[src/rtl/sync_fifo_pkg.sv]
// sync_fifo_pkg
//   Shared constants and types for the single-clock 8x8 FIFO.
//   FIFO_DATA_WIDTH / FIFO_DEPTH give the default geometry; FIFO_ADDR_W is
//   the storage index width. fifo_ptr_t carries one extra wrap bit above the
//   index so that full and empty can be told apart when the indices match.
package sync_fifo_pkg;

  localparam int FIFO_DATA_WIDTH = 8;
  localparam int FIFO_DEPTH      = 8;
  localparam int FIFO_ADDR_W     = $clog2(FIFO_DEPTH);

  typedef logic [FIFO_DATA_WIDTH-1:0] fifo_data_t;
  typedef logic [FIFO_ADDR_W:0]       fifo_ptr_t;

endpackage

[src/rtl/sync_8x8_fifo.sv]
// sync_8x8_fifo
//   Single-clock FIFO (DEPTH entries x DATA_WIDTH bits) with registered
//   read data, full/empty/almost-full/almost-empty flags and overrun/underrun
//   error registers.
//
// Ports
//   clk          - clock, all state updates on the rising edge
//   rst          - asynchronous active-high reset
//   we / w_data  - write request and write data
//   re           - read request
//   r_data       - registered read data, valid right after the sampling edge
//   full         - count == DEPTH
//   empty        - count == 0
//   almost_full  - count == DEPTH-1
//   almost_empty - count == 1
//
// Configuration macro
//   SYNC_FIFO_STICKY_ERR_EN - when defined, overrun/underrun stay set until
//   rst; otherwise each is a one-cycle pulse after the offending edge.
module sync_8x8_fifo
  import sync_fifo_pkg::*;
#(
  parameter int DATA_WIDTH = FIFO_DATA_WIDTH,
  parameter int DEPTH      = FIFO_DEPTH
) (
  input  logic                  clk,
  input  logic                  rst,
  input  logic                  we,
  input  logic                  re,
  input  logic [DATA_WIDTH-1:0] w_data,
  output logic [DATA_WIDTH-1:0] r_data,
  output logic                  full,
  output logic                  empty,
  output logic                  almost_full,
  output logic                  almost_empty
);

  localparam int ADDR_W = $clog2(DEPTH);
  localparam logic [ADDR_W:0] PTR_ONE       = (ADDR_W+1)'(1);
  localparam logic [ADDR_W:0] CNT_ALMOST_FL = (ADDR_W+1)'(DEPTH - 1);

`ifdef SYNC_FIFO_STICKY_ERR_EN
  localparam logic STICKY_ERR = 1'b1;
`else
  localparam logic STICKY_ERR = 1'b0;
`endif

  // Pointers: low ADDR_W bits index storage, MSB is the wrap bit.
  logic [ADDR_W:0]         wp;
  logic [ADDR_W:0]         rp;
  logic [ADDR_W:0]         count;
  logic [DATA_WIDTH-1:0]   fifo [0:DEPTH-1];
  logic                    overrun;
  logic                    underrun;
  logic                    do_write;
  logic                    do_read;

  // Occupancy and status flags, purely from the pointers.
  always_comb begin
    count        = wp - rp;
    empty        = (wp == rp);
    full         = (wp[ADDR_W-1:0] == rp[ADDR_W-1:0]) && (wp[ADDR_W] != rp[ADDR_W]);
    almost_full  = (count == CNT_ALMOST_FL);
    almost_empty = (count == PTR_ONE);
  end

  // Each side is gated by its own pre-edge flag, so a simultaneous request
  // on a full FIFO still reads and on an empty FIFO still writes.
  always_comb begin
    do_write = we && !full;
    do_read  = re && !empty;
  end

  // Storage array: not reset, entries persist until overwritten.
  always_ff @(posedge clk) begin
    if (do_write) begin
      fifo[wp[ADDR_W-1:0]] <= w_data;
    end
  end

  // Pointers, registered read data and error registers.
  always_ff @(posedge clk or posedge rst) begin
    if (rst) begin
      wp       <= '0;
      rp       <= '0;
      r_data   <= '0;
      overrun  <= 1'b0;
      underrun <= 1'b0;
    end else begin
      if (do_write) begin
        wp <= wp + PTR_ONE;
      end
      if (do_read) begin
        r_data <= fifo[rp[ADDR_W-1:0]];
        rp     <= rp + PTR_ONE;
      end
      // STICKY_ERR folds the hold term away in the pulse build.
      overrun  <= (we && full)  || (STICKY_ERR && overrun);
      underrun <= (re && empty) || (STICKY_ERR && underrun);
    end
  end

endmodule

[config.mk]
export PLATFORM = sky130hd
export DESIGN_NAME = sync_8x8_fifo
export DESIGN_NICKNAME = d
export VERILOG_FILES = /design/src/rtl/sync_fifo_pkg.sv /design/src/rtl/sync_8x8_fifo.sv
export SDC_FILE = /design/constraint.sdc
export NUM_CORES = 1
export LEC_CHECK = 0
export CAP_MARGIN = 20
export CORE_MARGIN = 10
export CORE_UTILIZATION = 50
export CTS_CLUSTER_DIAMETER = 100
export DETAILED_ROUTE_END_ITERATION = 16
export HOLD_SLACK_MARGIN = 0.02
export PLACE_DENSITY = 0.66
export SKIP_CTS_REPAIR_TIMING = 1
export SLEW_MARGIN = 10
export SYNTH_ARGS = -nofsm -noshare
export SYNTH_HDL_FRONTEND = slang
export SYNTH_SLANG_ARGS = --single-unit
[constraint.sdc]
create_clock -name clk -period 6.29 [get_ports clk]
set_input_delay 0.9435 -clock clk [delete_from_list [all_inputs] [get_ports clk]]
set_output_delay 0.9435 -clock clk [all_outputs]
set_load 0.05 [all_outputs]
==> out/results.tsv <==
metric	value	unit
status	complete, no violations	
P&R area growth vs syn	16.0	%
post-synth cell types	26	
max_cap viols	0	
crit path max-delay cell type	clkdlybuf4s50_1	
H-tree depth	3	
Register Area	2320	um2
slew of the pin with the lowest slew margin	0.899	ns
overall routing resource usage	12.6	%
Post-Syn Area per Cell	15.5	um2
sequential share of power	38.6	%
DIE WIDTH	101	um
Synth Area in XOR/XNOR	2.13	%
Port-buffer cells	23	
post-route minimum period	4.09	ns
Int Power	0.00123	W
DR iter-0 viols	85	
P_sw	0.000737	W
startpoint types	flop	
DRC violations left	0	
multiplexer area fraction after synthesis	10.7	%
Mapped Nets	230	
CTS Buf Count	9	
initial antenna violation count	0	
Routability Congestion	0.800	
clock slew at reported path FFs	0.07	ns
relative slew slack	39.9	%
Finished Layout Cells	323	
cell area after synthesis	3280	um2
Post-DRT Antenna Nets	0	
DP Cell Count	307	
setup TNS	0	ns
Comb power frac	41.2	%
critical-path cell list	buf_4, ha_1, nor2b_1, o21a_1, or4_4, a211oi_2, clkdlybuf4s50_1	
compound-gate portion of the synthesized area	6.78	%
via count	1795	
Post-Synth Simple-Gate Area	5.14	%
most frequent cells in the layout	edfxtp_1 (64), clkdlybuf4s50_1 (23), nand2_1 (19)	
clock root cell	clkbuf_8	
Hold Vio Cnt, Final	0	
Initial Util	51.7	%
commonest non-fill, non-tap cell in the layout	edfxtp_1	
Power Dens Cells	515	nW/um2
maximum vdd drop	0.351	mV
HP Class	flop to flop	
Post-DP HPWL	3920	um
critical setup path kind	flop to output pin	
NumNets Final	259	
R2R setup slack	3.47	ns
slowest stage delay, CP	0.83	ns
switch share	37.5	%
final-layout fill cell count	503	
Setup-failing EPs final	0	
Yosys reg bits	80	
Core Util, Final	60.0	%
Site Rows	29	
clock share of power	20.2	%
Ant. Diodes	0	
post-synthesis adder-cell area fraction	2.52	%
via/cell ratio	5.56	
main combinational cell family by area after synthesis	multiplexers	
GR Overflow Total	0	
Max Fclk	245	MHz
DRT Wirelength	6040	um
global-route wire length before repair	9620	um
DRT Pass-1 Iters	4	
Lkg Pwr	1.37	nW
Crit. End Element	output pin	
Die ar.	10200	um2
Worst Path Required	5.35	ns
Worst-Skew Late Latency	0.34	ns
largest net degree at the start of global routing	37	
Clock Sinks	80	
Clock Skews	0.00377	ns
CTS tree	built	
crit path max fanout	36	
Tcrit/Tclk final	65.0	%
Max Slew Vio Count	0	
footprint of the multi-input gates	906	um2
num ports	24	
vias in the first global route	1841	
wire per inst	18.7	um
CP arrival	3.14	ns
layout cells sized above 1	14.6	%
Yosys warning total	0	
Seq/Total Area, Yosys	70.7	%
Core ar.	6350	um2
Die H	101	um
CTS Buffer Depth	2	
synthesized instance count	212	
RSZ-0062 raised after global routing	no	
==> path summary, 6_finish.rpt <==
check / cells past startpoint / endpoint / start
setup / recovery: 7 / almost_full / rp[0]
max in group asynchronous: 2 / r_data[4] / rst
min in group asynchronous: 2 / r_data[1] / rst
hold reg to reg: 2 / r_data[0] / r_data[0]
setup reg to reg: 6 / fifo[6][0] / rp[0]
hold / removal: 2 / r_data[0] / r_data[0]
==> routing by layer <==
| metal | vias up | share of wire (%) | GRT usage [%] |
|---|---|---|---|
| li1 | 855 | - | - |
| met1 | 884 | 42 | 15.2 |
| met2 | 49 | 50 | 20.2 |
| met3 | 7 | 6.5 | 4.32 |
| met4 | 0 | 1.4 | 5.04 |
| met5 | - | 0 | 0 |
==> final cells by class <==
type / instances / share of cell area [%]
inverters: 7 / 0.690
clock buffers: 11 / 3.45
repair buffers: 25 / 6.44
flip-flops and latches: 80 / 61.0
clock inverters: 5 / 2.10
well taps: 77 / 2.53
multi-input cells: 118 / 23.8
==> synth_stat cells <==
cell type / instances / share of area, %
inv_1: 7 / 0.80
buf_4: 2 / 0.46
nor2_1: 11 / 1.3
o221ai_1: 8 / 2.1
nand2_1: 19 / 2.2
buf_2: 4 / 0.61
nor2b_1: 2 / 0.38
dfrtp_1: 16 / 12
a21oi_1: 1 / 0.15
or4_4: 1 / 0.34
o21a_1: 2 / 0.46
fa_1: 1 / 0.61
nand3_1: 2 / 0.30
xor2_1: 3 / 0.80
a211oi_2: 1 / 0.38
or3_1: 1 / 0.19
buf_1: 1 / 0.11
mux2i_1: 16 / 4.9
nand2b_1: 1 / 0.19
ha_1: 5 / 1.9
a22oi_1: 8 / 1.8
nor3_1: 2 / 0.30
mux2_2: 17 / 5.8
edfxtp_1: 64 / 59
xnor2_1: 5 / 1.3
o21ai_0: 12 / 1.8
==> metrics by stage <==
step	total power, W	hold slack, ns	cell area, um2	setup slack [ns]
global placement	0.00157	0.460	3600	2.62
CTS	0.00199	0.487	3810	2.19
finish	0.00196	0.478	3810	2.20
global route	0.00209	0.505	3810	2.07
floorplan	0.00136	0.494	3280	3.05
detailed placement	0.00159	0.469	3600	2.57
==> cells by family (layout without fill, tap and decap cells) <==
family | count (synthesis) | count (layout)
compound gates | 32 | 32
simple gates | 39 | 39
mux | 33 | 33
buf+inv | 14 | 48
fa+ha+maj | 6 | 6
xor+xnor | 8 | 8
flops | 80 | 80
==> registers in the layout, summed over array words and instances, names as in the netlist <==
signal	cells
fifo	64
r_data	8
rp	4
wp	4
==> worst max-delay path: cells and delay by family, from the launching register on <==
family / cells / cell delay, ns
and+or+nand+nor: 2 / 0.49
buffers and inverters: 2 / 1.28
adders and majority gates: 1 / 0.29
AOI/OAI and AO/OA: 2 / 0.39
DFF: 1 / 0.33
==> power groups by stage <==
stage          sequential [W]  combinational, W  clock, W
2_1_floorplan        0.000850          0.000508         0
3_3_place_gp         0.000766          0.000808         0
3_5_place_dp         0.000770          0.000820         0
4_1_cts              0.000758          0.000821  0.000408
5_1_grt              0.000773          0.000889  0.000428
6_report             0.000758          0.000809  0.000396
No activity file was read; power rests on OpenSTA's default activity.
